`src/rtl/elevator_pkg.sv`:
```
// Shared floor/target codes and sweep-direction state for the elevator blocks.
package elevator_pkg;

   // Floor codes as reported on EA
   localparam logic [1:0] FLOOR_A   = 2'b00;
   localparam logic [1:0] FLOOR_B   = 2'b01;
   localparam logic [1:0] FLOOR_C   = 2'b10;
   localparam logic [1:0] FLOOR_INV = 2'b11;

   // Target codes driven on {B1,B0}
   localparam logic [1:0] TGT_NONE = 2'b00;
   localparam logic [1:0] TGT_A    = 2'b01;
   localparam logic [1:0] TGT_B    = 2'b10;
   localparam logic [1:0] TGT_C    = 2'b11;

   typedef enum logic [1:0] {
      IDLE = 2'b00,
      UP   = 2'b01,
      DOWN = 2'b10
   } dir_state_t;

   // A valid floor code maps onto its target code by adding one
   function automatic logic [1:0] floor_to_tgt(input logic [1:0] floor);
      return floor + 2'd1;
   endfunction

endpackage

```
`src/rtl/call_debounce.sv`:
```
// Button input conditioner: synchroniser, stability filter, and a one-cycle
// pulse when the accepted level goes from released to pressed.
module call_debounce #(
   parameter int SYNC_STAGES = 2,
   parameter int DEB_CYCLES  = 500000
) (
   input  logic clk,
   input  logic reset,
   input  logic raw_in,
   output logic rise
);

   localparam int CNT_W = $clog2(DEB_CYCLES + 1);
   localparam logic [CNT_W-1:0] CNT_LAST = CNT_W'(DEB_CYCLES - 1);

   logic [SYNC_STAGES-1:0] sync_q, sync_d;
   logic [CNT_W-1:0]       cnt_q, cnt_d;
   logic                   stable_q, stable_d;
   logic                   rise_q, rise_d;
   logic                   sync_out;

   assign sync_out = sync_q[SYNC_STAGES-1];
   assign rise     = rise_q;

   // Shift the raw button in; count consecutive samples that disagree with the accepted level
   always_comb begin
      sync_d    = sync_q << 1;
      sync_d[0] = raw_in;
      cnt_d     = '0;
      stable_d  = stable_q;
      rise_d    = 1'b0;
      if (sync_out != stable_q) begin
         if (cnt_q == CNT_LAST) begin
            stable_d = sync_out;
            rise_d   = sync_out;
         end else begin
            cnt_d = cnt_q + CNT_W'(1);
         end
      end
   end

   // State registers; reset forgets any half-filtered press
   always_ff @(posedge clk or negedge reset) begin
      if (!reset) begin
         sync_q   <= '0;
         cnt_q    <= '0;
         stable_q <= 1'b0;
         rise_q   <= 1'b0;
      end else begin
         sync_q   <= sync_d;
         cnt_q    <= cnt_d;
         stable_q <= stable_d;
         rise_q   <= rise_d;
      end
   end

endmodule

```
`src/rtl/call_queue.sv`:
```
// Call memory for the elevator: debounced buttons latch pending floors and a
// direction-holding sweep picks the target floor presented on {B1,B0}.
module call_queue
   import elevator_pkg::*;
#(
   parameter int DEB_CYCLES  = 500000,
   parameter int SYNC_STAGES = 2
) (
   input  logic       clk,
   input  logic       reset,
   input  logic       A_e,
   input  logic       B_e,
   input  logic       C_e,
   input  logic       A_i,
   input  logic       B_i,
   input  logic       C_i,
   input  logic [1:0] EA,
   input  logic       door_closed,
   output logic       B1,
   output logic       B0,
   output logic [2:0] pending,
   output logic       dir_up
);

   logic [5:0] raw_btn;
   logic [5:0] btn_rise;
   logic [2:0] req;

   logic [2:0] pend_q, pend_d;
   dir_state_t state_q, state_d;
   logic [1:0] tgt_q, tgt_d;

   logic       ea_valid, above, below, here, tgt_pending;
   logic [1:0] near_up, near_dn, cand;

   // Hall buttons in the low half, car buttons in the high half, floor order A/B/C
   assign raw_btn = {C_i, B_i, A_i, C_e, B_e, A_e};

   genvar gi;
   generate
      for (gi = 0; gi < 6; gi++) begin : g_btn
         call_debounce #(
            .SYNC_STAGES(SYNC_STAGES),
            .DEB_CYCLES (DEB_CYCLES)
         ) u_deb (
            .clk   (clk),
            .reset (reset),
            .raw_in(raw_btn[gi]),
            .rise  (btn_rise[gi])
         );
      end
   endgenerate

   assign req = btn_rise[2:0] | btn_rise[5:3];

   // Pending-call update, sweep decision and target selection
   always_comb begin
      ea_valid = (EA != FLOOR_INV);

      // A floor being served (car there, door open) cannot be re-requested in the same cycle
      for (int f = 0; f < 3; f++) begin
         if (ea_valid && (EA == 2'(f)) && !door_closed) begin
            pend_d[f] = 1'b0;
         end else begin
            pend_d[f] = pend_q[f] | req[f];
         end
      end

      above   = ((EA == FLOOR_A) && (pend_q[1] || pend_q[2])) ||
                ((EA == FLOOR_B) && pend_q[2]);
      below   = ((EA == FLOOR_C) && (pend_q[0] || pend_q[1])) ||
                ((EA == FLOOR_B) && pend_q[0]);
      here    = ((EA == FLOOR_A) && pend_q[0]) ||
                ((EA == FLOOR_B) && pend_q[1]) ||
                ((EA == FLOOR_C) && pend_q[2]);
      near_up = ((EA == FLOOR_A) && pend_q[1]) ? TGT_B : TGT_C;
      near_dn = ((EA == FLOOR_C) && pend_q[1]) ? TGT_B : TGT_A;

      tgt_pending = ((tgt_q == TGT_A) && pend_q[0]) ||
                    ((tgt_q == TGT_B) && pend_q[1]) ||
                    ((tgt_q == TGT_C) && pend_q[2]);

      state_d = state_q;
      tgt_d   = tgt_q;
      cand    = TGT_NONE;

      // Floor code 11 means the car is between floors: freeze direction and target
      if (ea_valid) begin
         if (state_q == DOWN) begin
            state_d = below ? DOWN : (above ? UP : IDLE);
         end else begin
            state_d = above ? UP : (below ? DOWN : IDLE);
         end

         case (state_d)
            UP:      cand = near_up;
            DOWN:    cand = near_dn;
            default: cand = here ? floor_to_tgt(EA) : TGT_NONE;
         endcase

         // A call at the current floor with the door shut re-opens the door first
         if (here && door_closed) begin
            cand = floor_to_tgt(EA);
         end

         // While travelling towards a still-pending target, keep it
         if (!(door_closed && tgt_pending)) begin
            tgt_d = cand;
         end
      end
   end

   // Registered outputs; reset drops every call and clears the target at once
   always_ff @(posedge clk or negedge reset) begin
      if (!reset) begin
         pend_q  <= 3'b000;
         state_q <= IDLE;
         tgt_q   <= TGT_NONE;
      end else begin
         pend_q  <= pend_d;
         state_q <= state_d;
         tgt_q   <= tgt_d;
      end
   end

   assign {B1, B0} = tgt_q;
   assign pending  = pend_q;
   assign dir_up   = (state_q != DOWN);

endmodule
```
`config.mk`:
```
export PLATFORM = sky130hd
export DESIGN_NAME = call_queue
export DESIGN_NICKNAME = d
export VERILOG_FILES = /design/src/rtl/elevator_pkg.sv /design/src/rtl/call_debounce.sv /design/src/rtl/call_queue.sv
export SDC_FILE = /design/constraint.sdc
export NUM_CORES = 1
export LEC_CHECK = 0
export CORE_ASPECT_RATIO = 1.4
export CORE_MARGIN = 1
export CORE_UTILIZATION = 45
export DETAILED_ROUTE_END_ITERATION = 7
export GPL_ROUTABILITY_DRIVEN = 0
export HOLD_SLACK_MARGIN = 0.05
export SLEW_MARGIN = 30
export SYNTH_ARGS = -nofsm -noshare
export SYNTH_HDL_FRONTEND = slang
export SYNTH_SLANG_ARGS = --single-unit
```
`constraint.sdc`:
```
create_clock -name clk -period 4.71 [get_ports clk]
set_clock_uncertainty 0.2 [all_clocks]
set_input_delay 0.942 -clock clk [delete_from_list [all_inputs] [get_ports clk]]
set_output_delay 0.942 -clock clk [all_outputs]
set_load 0.02 [all_outputs]
```
==> impl_metrics.py <==
metrics = {
    "global_routing": {
        "track_usage_pct": 18.5,
        "grt_pass1_wl_um": 23500,
        "grt_antenna_before_repair": 0,
        "grt_max_degree": 111,
        "overflow": 0,
        "first_global_vias": 5209,
    },
    "timing": {
        "finalHoldViolations": 0,
        "tightest_slew_ns": 0.828,
        "fmax_mhz": 319,
        "max_slew_margin_pct": 44.8,
        "finalSetupViolCount": 0,
        "final_max_slew_viol_count": 0,
        "hold_ws_ns": 0.150,
        "rsz0062_at_grt": "false",
        "period_share_pct": 66.5,
        "setup_tns_ns": 0,
        "min_period_ns": 3.13,
    },
    "synth": {
        "syn_area_mm2": 0.00712,
        "synth_area_per_cell_um2": 10.0,
        "async_reset_ff_share_pct": 100,
        "yosys_warnings": 0,
        "synth_nets": 733,
        "ys_top_cells_by_count": "dfrtp_1, nor2_1, xnor2_1, nand2_1, nand3_1",
        "synth-seq-cells": 145,
        "synth_cells": 710,
        "yosys-top-cells-area": "dfrtp_1, xnor2_1, nor2_1",
        "synthDistinctLibCells": 51,
        "synth_most_common_cell": "dfrtp_1",
        "synth_top_area_share_pct": 51.0,
        "synth_area_leader_cell": "dfrtp_1",
        "synth_edf_count": 0,
        "ys_seq_area_share_pct": 51.0,
        "synthFlopType": "dfrtp_1",
    },
    "detailed_routing": {
        "drc": 0,
        "postRouteAntennaNets": 0,
        "routed_wl_um": 13800,
        "drt-initial-drc-count": 277,
        "wl_met1_um": 6220,
        "wl_per_cell_um": 14.6,
        "dr_wl_met2_um": 6930,
        "avgViaCountPerCell": 5.61,
        "top_layer": "met4",
        "vias": 5295,
        "first_pass_iters": 4,
        "wl_met3_um": 349,
    },
    "floorplan": {
        "die_height_um": 151,
        "core.rowCount": 54,
        "coreArea_mm2": 0.0155,
        "dieArea_mm2": 0.0163,
        "fp.dieW_um": 108,
        "io_pins": 17,
        "start_util_pct": 45.8,
    },
    "clock_tree": {
        "cts_resized": 0,
        "clk_pin_slew_ns": 0.05,
        "hold_buffers": 0,
        "tritoncts": "done",
        "cts_root_buffer": "clkbuf_16",
        "cts_buffers": 17,
        "ctsHtreeMaxLevel": 4,
        "cts_setup_buffers": 0,
        "clk_latency_ns": 0.42,
        "clockBufferDepth": 2,
        "cts.sinks": 145,
    },
    "setup_path": {
        "reg2reg_from": "pending[2]",
        "reg2reg_slack_ns": 2.40,
        "r2r_cells": 8,
        "slowest_stage": "clkdlybuf4s50_1",
        "cp.arrival_ns": 3.24,
        "startpoint_type": "input port",
        "crit_type": "input port to flop",
        "endpoint_kind": "flop",
        "crit_start": "EA[0]",
        "regToRegEndpoint": "tgt_q[0]",
        "path_max_fanout": 4,
        "cpPeakStageDelay_ns": 0.55,
        "cp_cell_sequence": "clkdlybuf4s50_1, inv_1, ha_1, o21ai_0, nand2_1, a22o_1, inv_1, ha_1, o21bai_1, o32ai_1, mux2_2",
        "required_ns": 4.82,
    },
    "placed_design": {
        "io_buffers": 16,
        "hpwl_um": 9470,
    },
    "layout": {
        "fin_nets": 758,
        "layout-drive-gt1-share_pct": 7.75,
        "num_antenna_cells": 0,
        "ff_latch_area_mm2": 0.00363,
        "nFillCells": 1439,
        "syn2layout_area_growth_pct": 13.5,
        "multi_input_area_mm2": 0.00336,
    },
    "hold_path": {
        "whs_endpoint": "g_btn[1].u_deb.sync_q[1]",
        "min_path_cells": 0,
        "min_path_type": "flop to flop",
        "min_from": "g_btn[1].u_deb.sync_q[0]",
    },
    "power_and_ir_drop": {
        "p_leak_nw": 3.21,
        "finalPower_mw": 2.68,
        "irDropWorstVdd_mv": 0.267,
        "powerDensity_mw_per_mm2": 332,
    },
    "run": {
        "maxCapViolations": 0,
    },
    "outcome": {
        "outcome": "finished clean",
    },
}
[flip-flops by register name, summed over array words and instances (netlist names)]
name                  cells
pending                   3
tgt_q                     2
g_btn.u_deb.rise          6
g_btn.u_deb.cnt_q       114
state_q                   2
g_btn.u_deb.stable_q      6
g_btn.u_deb.sync_q       12
[kinds of logic (layout without fill, tap and decap cells)]
kind of cell	Yosys count	in the layout	share of synthesized area (%)
buf+inv	32	70	1.97
flops	145	145	51.0
xor+xnor	87	87	10.7
simple gates	360	360	27.0
mux	12	12	1.83
compound gates	62	62	5.35
fa+ha+maj	12	12	2.11
[where the power goes]
part / leakage (nW) / switching (mW) / internal (mW)
combinational: 0.936 / 0.0554 / 0.0268
sequential: 1.98 / 0.0187 / 1.26
clock: 0.286 / 0.500 / 0.817
total: 3.21 / 0.574 / 2.11
[worst max-delay path, delay by kind of cell]
| kind | cells | cell delay (ns) |
|---|---|---|
| mux | 1 | 0.26 |
| compound gates | 4 | 0.69 |
| simple gates | 1 | 0.11 |
| buf+inv | 3 | 0.72 |
| fa+ha+maj | 2 | 0.51 |
[routing by layer]
layer  vias up  track usage [%]
met3        20             4.09
met5         -                0
met2        73             32.0
met1      2620             21.7
met4         0             8.78
li1       2582                -
[worst max-delay path by stage]
stage	endpoint	cells past startpoint
CTS	tgt_q[0]	11
floorplan	tgt_q[0]	11
detailed placement	tgt_q[0]	11
global route	tgt_q[0]	12
finish	tgt_q[0]	11
global placement	tgt_q[0]	12
[layout by cell type, fill, tap and decap left out, types with 20 or more instances in the layout]
cell       n
nand3_1   44
a21oi_1   22
nand2_1   45
inv_1     20
nor4_1    29
dfrtp_1  145
xnor2_1   61
nand4_1   27
xor2_1    26
nor2_1   102
nor3_1    26
[through the flow]
step / instances / cell area, um^2 / utilization [%] / worst slack (ns)
floorplan: 710 / 7120 / - / 1.99
global placement: 912 / 7470 / 48.1 / 1.33
detailed placement: 912 / 7490 / 48.2 / 1.20
CTS: 944 / 8070 / 51.9 / 1.65
global route: 944 / 8070 / 52.0 / 1.46
finish: 944 / 8070 / 52.0 / 1.58
[cell type report]
cell class | count | share of cell area [%]
Clock buffer | 22 | 5.87
Clock inverter | 10 | 1.35
Timing Repair Buffer | 18 | 2.23
Multi-Input combinational cell | 533 | 41.6
Tap cell | 196 | 3.04
Inverter | 20 | 0.930
Sequential cell | 145 | 44.9
No activity file was read; power rests on OpenSTA's default activity.
